$ cat src/rtl/tdp_ram_clr.sv
// True dual-port synchronous RAM with a post-reset clear sweep, selectable
// read-during-write ordering and a registered same-address collision flag.
module tdp_ram_clr #(
  parameter int                 DATA_W   = 8,
  parameter int                 ADDR_W   = 5,
  parameter int                 RDW_MODE = 0,
  parameter logic [DATA_W-1:0]  CLR_VAL  = '0
) (
  input  logic              clk,
  input  logic              rst_n,
  input  logic              ena,
  input  logic              wea,
  input  logic [ADDR_W-1:0] addra,
  input  logic [DATA_W-1:0] dia,
  output logic [DATA_W-1:0] doa,
  input  logic              enb,
  input  logic              web,
  input  logic [ADDR_W-1:0] addrb,
  input  logic [DATA_W-1:0] dib,
  output logic [DATA_W-1:0] dob,
  output logic              busy,
  output logic              collision
);

  localparam int              DEPTH    = 1 << ADDR_W;
  localparam logic [ADDR_W:0] CLR_LAST = (ADDR_W+1)'(DEPTH - 1);

  // Handshake: none. A port acts on every edge where enP=1 and busy=0;
  // doP is valid after that edge and holds while enP=0.

  typedef enum logic {ST_CLEAR, ST_READY} state_t;

  state_t            state, state_nxt;
  logic [ADDR_W:0]   clr_addr, clr_addr_nxt;
  logic [DATA_W-1:0] ram [DEPTH];
  logic              ready, wr_a, wr_b;
  logic [DATA_W-1:0] new_a, new_b;

  assign ready = (state == ST_READY);
  assign busy  = (state == ST_CLEAR);
  assign wr_a  = ready & ena & wea;
  assign wr_b  = ready & enb & web;

  always_ff @(posedge clk) begin
    if (!rst_n) begin
      state    <= ST_CLEAR;
      clr_addr <= '0;
    end else begin
      state    <= state_nxt;
      clr_addr <= clr_addr_nxt;
    end
  end

  always_comb begin
    state_nxt    = state;
    clr_addr_nxt = clr_addr;
    if (state == ST_CLEAR) begin
      clr_addr_nxt = clr_addr + 1'b1;
      if (clr_addr == CLR_LAST) state_nxt = ST_READY;
    end
  end

  // Word each port would see after this edge's writes; port A wins a
  // same-address double write.
  always_comb begin
    new_a = ram[addra];
    if (wr_a)                        new_a = dia;
    else if (wr_b && addrb == addra) new_a = dib;
    new_b = ram[addrb];
    if (wr_a && addra == addrb)      new_b = dia;
    else if (wr_b)                   new_b = dib;
  end

  // Memory is left alone on reset edges; only the sweep initialises it.
  always_ff @(posedge clk) begin
    if (rst_n) begin
      if (state == ST_CLEAR) begin
        ram[clr_addr[ADDR_W-1:0]] <= CLR_VAL;
      end else begin
        if (wr_b) ram[addrb] <= dib;
        if (wr_a) ram[addra] <= dia;
      end
    end
  end

  always_ff @(posedge clk) begin
    if (!rst_n) begin
      doa       <= '0;
      dob       <= '0;
      collision <= 1'b0;
    end else begin
      if (ready && ena) doa <= (RDW_MODE != 0) ? new_a : ram[addra];
      if (ready && enb) dob <= (RDW_MODE != 0) ? new_b : ram[addrb];
      collision <= ready & ena & enb & (addra == addrb) & (wea | web);
    end
  end

endmodule

$ cat config.mk
export PLATFORM = sky130hd
export DESIGN_NAME = tdp_ram_clr
export DESIGN_NICKNAME = d
export VERILOG_FILES = /design/src/rtl/tdp_ram_clr.sv
export SDC_FILE = /design/constraint.sdc
export NUM_CORES = 1
export LEC_CHECK = 0
export BUFFER_PORTS_ARGS = -buffer_cell sky130_fd_sc_hd__buf_2
export CAP_MARGIN = 20
export CORE_ASPECT_RATIO = 0.7
export CORE_MARGIN = 8
export CORE_UTILIZATION = 55
export CTS_BUF_LIST = sky130_fd_sc_hd__clkbuf_16
export DETAILED_ROUTE_END_ITERATION = 6
export HOLD_SLACK_MARGIN = 0.08
export PLACE_DENSITY_LB_ADDON = 0.05
export SYNTH_ARGS = -nofsm -noshare
export SYNTH_HDL_FRONTEND = slang
export SYNTH_SLANG_ARGS = --single-unit
$ cat constraint.sdc
create_clock -name clk -period 5.35 [get_ports clk]
set_input_delay 0.535 -clock clk [delete_from_list [all_inputs] [get_ports clk]]
set_output_delay 0.535 -clock clk [all_outputs]
set_load 0.02 [all_outputs]
* After elaboration in Yosys (flattened, before gate mapping)
Memory sizes are Yosys's and may differ from the RTL's. A register that Yosys moved wholly into a read port is not among the register bits. Index checks and enable logic that the tools add are counted.
Storage, ports and cells: memories 1, output and inout bits 18, RAM bits 256, logic and storage cells 37, flip-flop bits (word level) 8, input bits 32
Memory list:
- ram | depth 32, bits a word 8, rd ports 2, clocked after Yosys merged registers in 2, write ports 2, RTL line 35 | logic [DATA_W-1:0] ram [DEPTH];
Cells by class: add/sub/neg operators 1, multiplexer cells 16, equal/unequal tests 2, reduce and logical (&&, ||, !) cells 5, bitwise operators 9
Operators with widths (number):
- 1-bit two-way mux | 14
- 8-bit two-way mux | 1
- 8-bit OR reduction | 1
- 1-bit bitwise AND | 7
- 6-bit by 1-bit adder with 6-bit output, second input constant | 1
- 6-bit by 5-bit equality test with 1-bit output, second input constant | 1
- 5-bit equality test | 1
- 5-bit two-way mux | 1
- 1-bit logical AND | 2
- 1-bit zero test | 2
- 1-bit NOT | 1
- 1-bit OR | 1

* Logic depth before layout (Yosys ltp)
depth after elaboration 8, gate-level depth with buffers 8, gate-level depth less buffers 5

* Least setup slack after synthesis
No wires, ideal clock.
path kind input port to flip-flop, start input enb, end memory ram[12][0], enable pin, data arrival time 1928 ps, setup time 376 ps, data required time 4974 ps, setup slack 3046 ps, stages on the path 6, buffers on the path 2, cell sequence and4_1 -> buf_2 -> mux2i_1 -> nand2b_1 -> clkbuf_1 -> o22ai_1
RTL lines:
- from (decl) | RTL line 16 | input logic enb,
- to (decl) | RTL line 35

==> metrics.yaml <==
outcome:
  outcome: "complete, no violations"
routing:
  post_dr_wirelength_cell_um: 30.3
  drt-met1-wl_mm: 22.7
  met3RoutedLength_mm: 7.74
  vias_per_cell: 7.01
  drcViolationCount: 0
  detailedRoute.firstPassIterationCount: 5
  routed-wl-met2_mm: 21.7
  vias: 12500
  detailedRoute.firstIterationViolations: 2169
  highest-signal-layer: "met5"
  postRouteAntennaNets: 0
  wirelength_mm: 53.8
logic_synthesis:
  ys_seq_elements: 280
  synthesis.nets: 1457
  syn_area_um2: 16000
  syn_inst: 1424
  yosysUniqueCellTypes: 59
  synth_enable_flop_cells: 256
  seq_area_frac_synth: 0.509
  synthTopCellsByArea: "sky130_fd_sc_hd__edfxtp_1, sky130_fd_sc_hd__mux4_2, sky130_fd_sc_hd__o21ai_0, sky130_fd_sc_hd__nand2_1, sky130_fd_sc_hd__dfxtp_1"
  ys_async_sr_fraction: 0
  synth_flop_cell: "sky130_fd_sc_hd__edfxtp_1"
  synth_largest_area_cell: "sky130_fd_sc_hd__edfxtp_1"
  synthesis.area_per_instance_um2: 11.3
  yosysWarnings: 0
  area_share_of_the_leading_cell_type_in_the_synthesized_netlist: 0.479
placed_design:
  placedCellCount: 1721
  io_buffers: 49
  post-dp-hpwl_mm: 36.3
  globalplace.congestion: 1.03
timing:
  clock.fmax_mhz: 278
  timing.final.setup_violations: 0
  max_slew.worst_pin.slew_ps: 1070
  maxSlewHeadroom: 0.286
  hold_violations: 0
  drv_slew: 0
  setup_repair_after_global_routing_missed_its_margin: "no"
  period_needed_ps: 3600
  timing.final.crit_share: 0.672
  timing.clock.skew_ps: 17.0
  final.setup.tns_ps: 0
power:
  power_leakage_nw: 5.04
  power_density_of_the_placed_cells_nw_per_um2: 278
  report.power.total_w: 0.00475
  largest_voltage_drop_on_the_vdd_net_mv: 0.210
worst_setup_path:
  critPathRequiredTime_ps: 5540
  crit_type: "register to register"
  setup.worst_path.end_class: "register"
  timing.critical_path.arrival_ps: 3780
  worstPathMaxFanout: 16
  setup.worst_path.start_class: "register"
die:
  die_area_um2: 35000
  fp.coreArea_um2: 28800
  ios: 50
  initial_utilization: 0.556
  die_x_um: 220
  die_h_um: 159
  row_cnt: 52
grt:
  globalRouteTotalUtil: 0.304
  grt_pass1_vias: 11100
  grt_start_max_net_pins: 47
  initial_antenna_violation_count: 1
  grt.overflow.total: 0
  wire_length_of_the_first_global_routing_pass_mm: 78.0
clocking:
  cts_tree: "built"
  postCtsHoldBufs: 0
  cts-buffers-inserted: 29
  clkLatencyLatePin_ps: 580
  cts_root_buf: "sky130_fd_sc_hd__clkbuf_16"
  clock_sink_count: 280
  postCtsSetupRepairBufs: 0
  clkTransAtPathRegs_ps: 60
  htree_levels: 1
  clockBufferDepth: 3
  cts.repair.resized: 0
layout:
  final.fill_count: 2370
  area_growth_pct: 6.51
  finish.cell_count_without_fillers: 1775
  diodes: 0
  drive_gt1_frac: 0.180
  design.final.nets: 1407
job:
  max_cap_violations: 0
min_path:
  holdCritPathClass: "input port to register"
## final cells by class
cell class                 count  area (um2)  share of cell area
sequential                   280        8170               0.478
timing repair buffer          61         340              0.0199
tap                          378         473              0.0277
multi-input combinational    996        7130               0.418
clock buffer                  29         726              0.0425
inverter                       6        22.5             0.00132
clock inverter                25         220              0.0129
## through the flow
step | utilization | cell area (um2) | hold WS, ps | setup slack (ps)
after CTS | 0.593 | 17100 | 338 | 1860
after detailed placement | 0.560 | 16100 | 466 | 1670
after global routing | 0.593 | 17100 | 371 | 1650
final | 0.593 | 17100 | 374 | 1750
after global placement | 0.560 | 16100 | 462 | 1790
after floorplan | - | 16000 | 483 | 3050
## cell usage in the layout, fill, tap and decap left out, drive strengths merged, types with 4 or more instances in the layout
cell type / Yosys / layout
nand2: 311 / 311
o21ai: 281 / 281
edfxtp: 256 / 256
mux4: 110 / 110
buf: 75 / 61
nor2: 50 / 50
o22ai: 47 / 47
clkbuf: 67 / 29
mux2i: 25 / 25
dfxtp: 24 / 24
a22oi: 21 / 21
mux2: 18 / 18
clkinv: 0 / 12
a21oi: 11 / 11
inv: 6 / 11
nor3: 10 / 10
nor2b: 10 / 10
nand3: 9 / 9
o221ai: 8 / 8
nand2b: 8 / 8
a31oi: 6 / 6
a21boi: 6 / 6
a41oi: 5 / 5
xnor2: 5 / 5
clkinvlp: 0 / 5
a221oi: 5 / 5
and3: 4 / 4
a22o: 4 / 4
and2: 4 / 4
## final timing paths
check	from	end	slack, ps	depth (start not counted)
max	ready	ram[4][0]	1750	4
min	ena	collision	370	3
max reg2reg	ready	ram[4][0]	1750	4
min reg2reg	dob[7]	dob[7]	480	1
## per-layer routing
layer  vias to the layer above  track usage
li1                       5303            -
met1                      6106        0.484
met2                       924        0.406
met3                       116       0.0742
met4                         2       0.0828
met5                         -            0
## cells by family (layout without fill, tap and decap cells)
| group | after synthesis | count (layout) | share of synthesized area |
|---|---|---|---|
| buffers and inverters | 148 | 121 | 0.0465 |
| and+or+nand+nor | 423 | 423 | 0.110 |
| adders and majority gates | 1 | 1 | 0.000780 |
| muxes | 153 | 153 | 0.183 |
| AOI/OAI and AO/OA | 411 | 411 | 0.146 |
| DFF | 280 | 280 | 0.509 |
| xor gates and xnor gates | 8 | 8 | 0.00437 |
## flip-flops by register name, summed over array words and instances, names as in the netlist
| name | cells |
|---|---|
| clr_addr | 6 |
| collision | 1 |
| doa | 8 |
| dob | 8 |
| ram | 256 |
| ready | 1 |
## synth_stat cells, drive strengths merged (11+ instances only)
master	n
edfxtp	256
mux2	18
dfxtp	24
a21oi	11
nor2	50
o22ai	47
buf	75
nand2	311
clkbuf	67
mux2i	25
o21ai	281
a22oi	21
mux4	110
## power breakdown
group,leakage (nW),internal [W],switching [W]
combinational,2.26,0.0000939,0.000214
sequential,2.32,0.00237,0.00000991
clock,0.459,0.00114,0.000924
total,5.04,0.00360,0.00115
## worst max-delay path, stage by stage, from the launching register on
cell                       delay [ps]
sky130_fd_sc_hd__dfxtp_1          670
sky130_fd_sc_hd__and4_1           730
sky130_fd_sc_hd__mux2i_1          370
sky130_fd_sc_hd__nand2b_1         450
sky130_fd_sc_hd__o22ai_1          980
(Power assumes the default switching activity.)
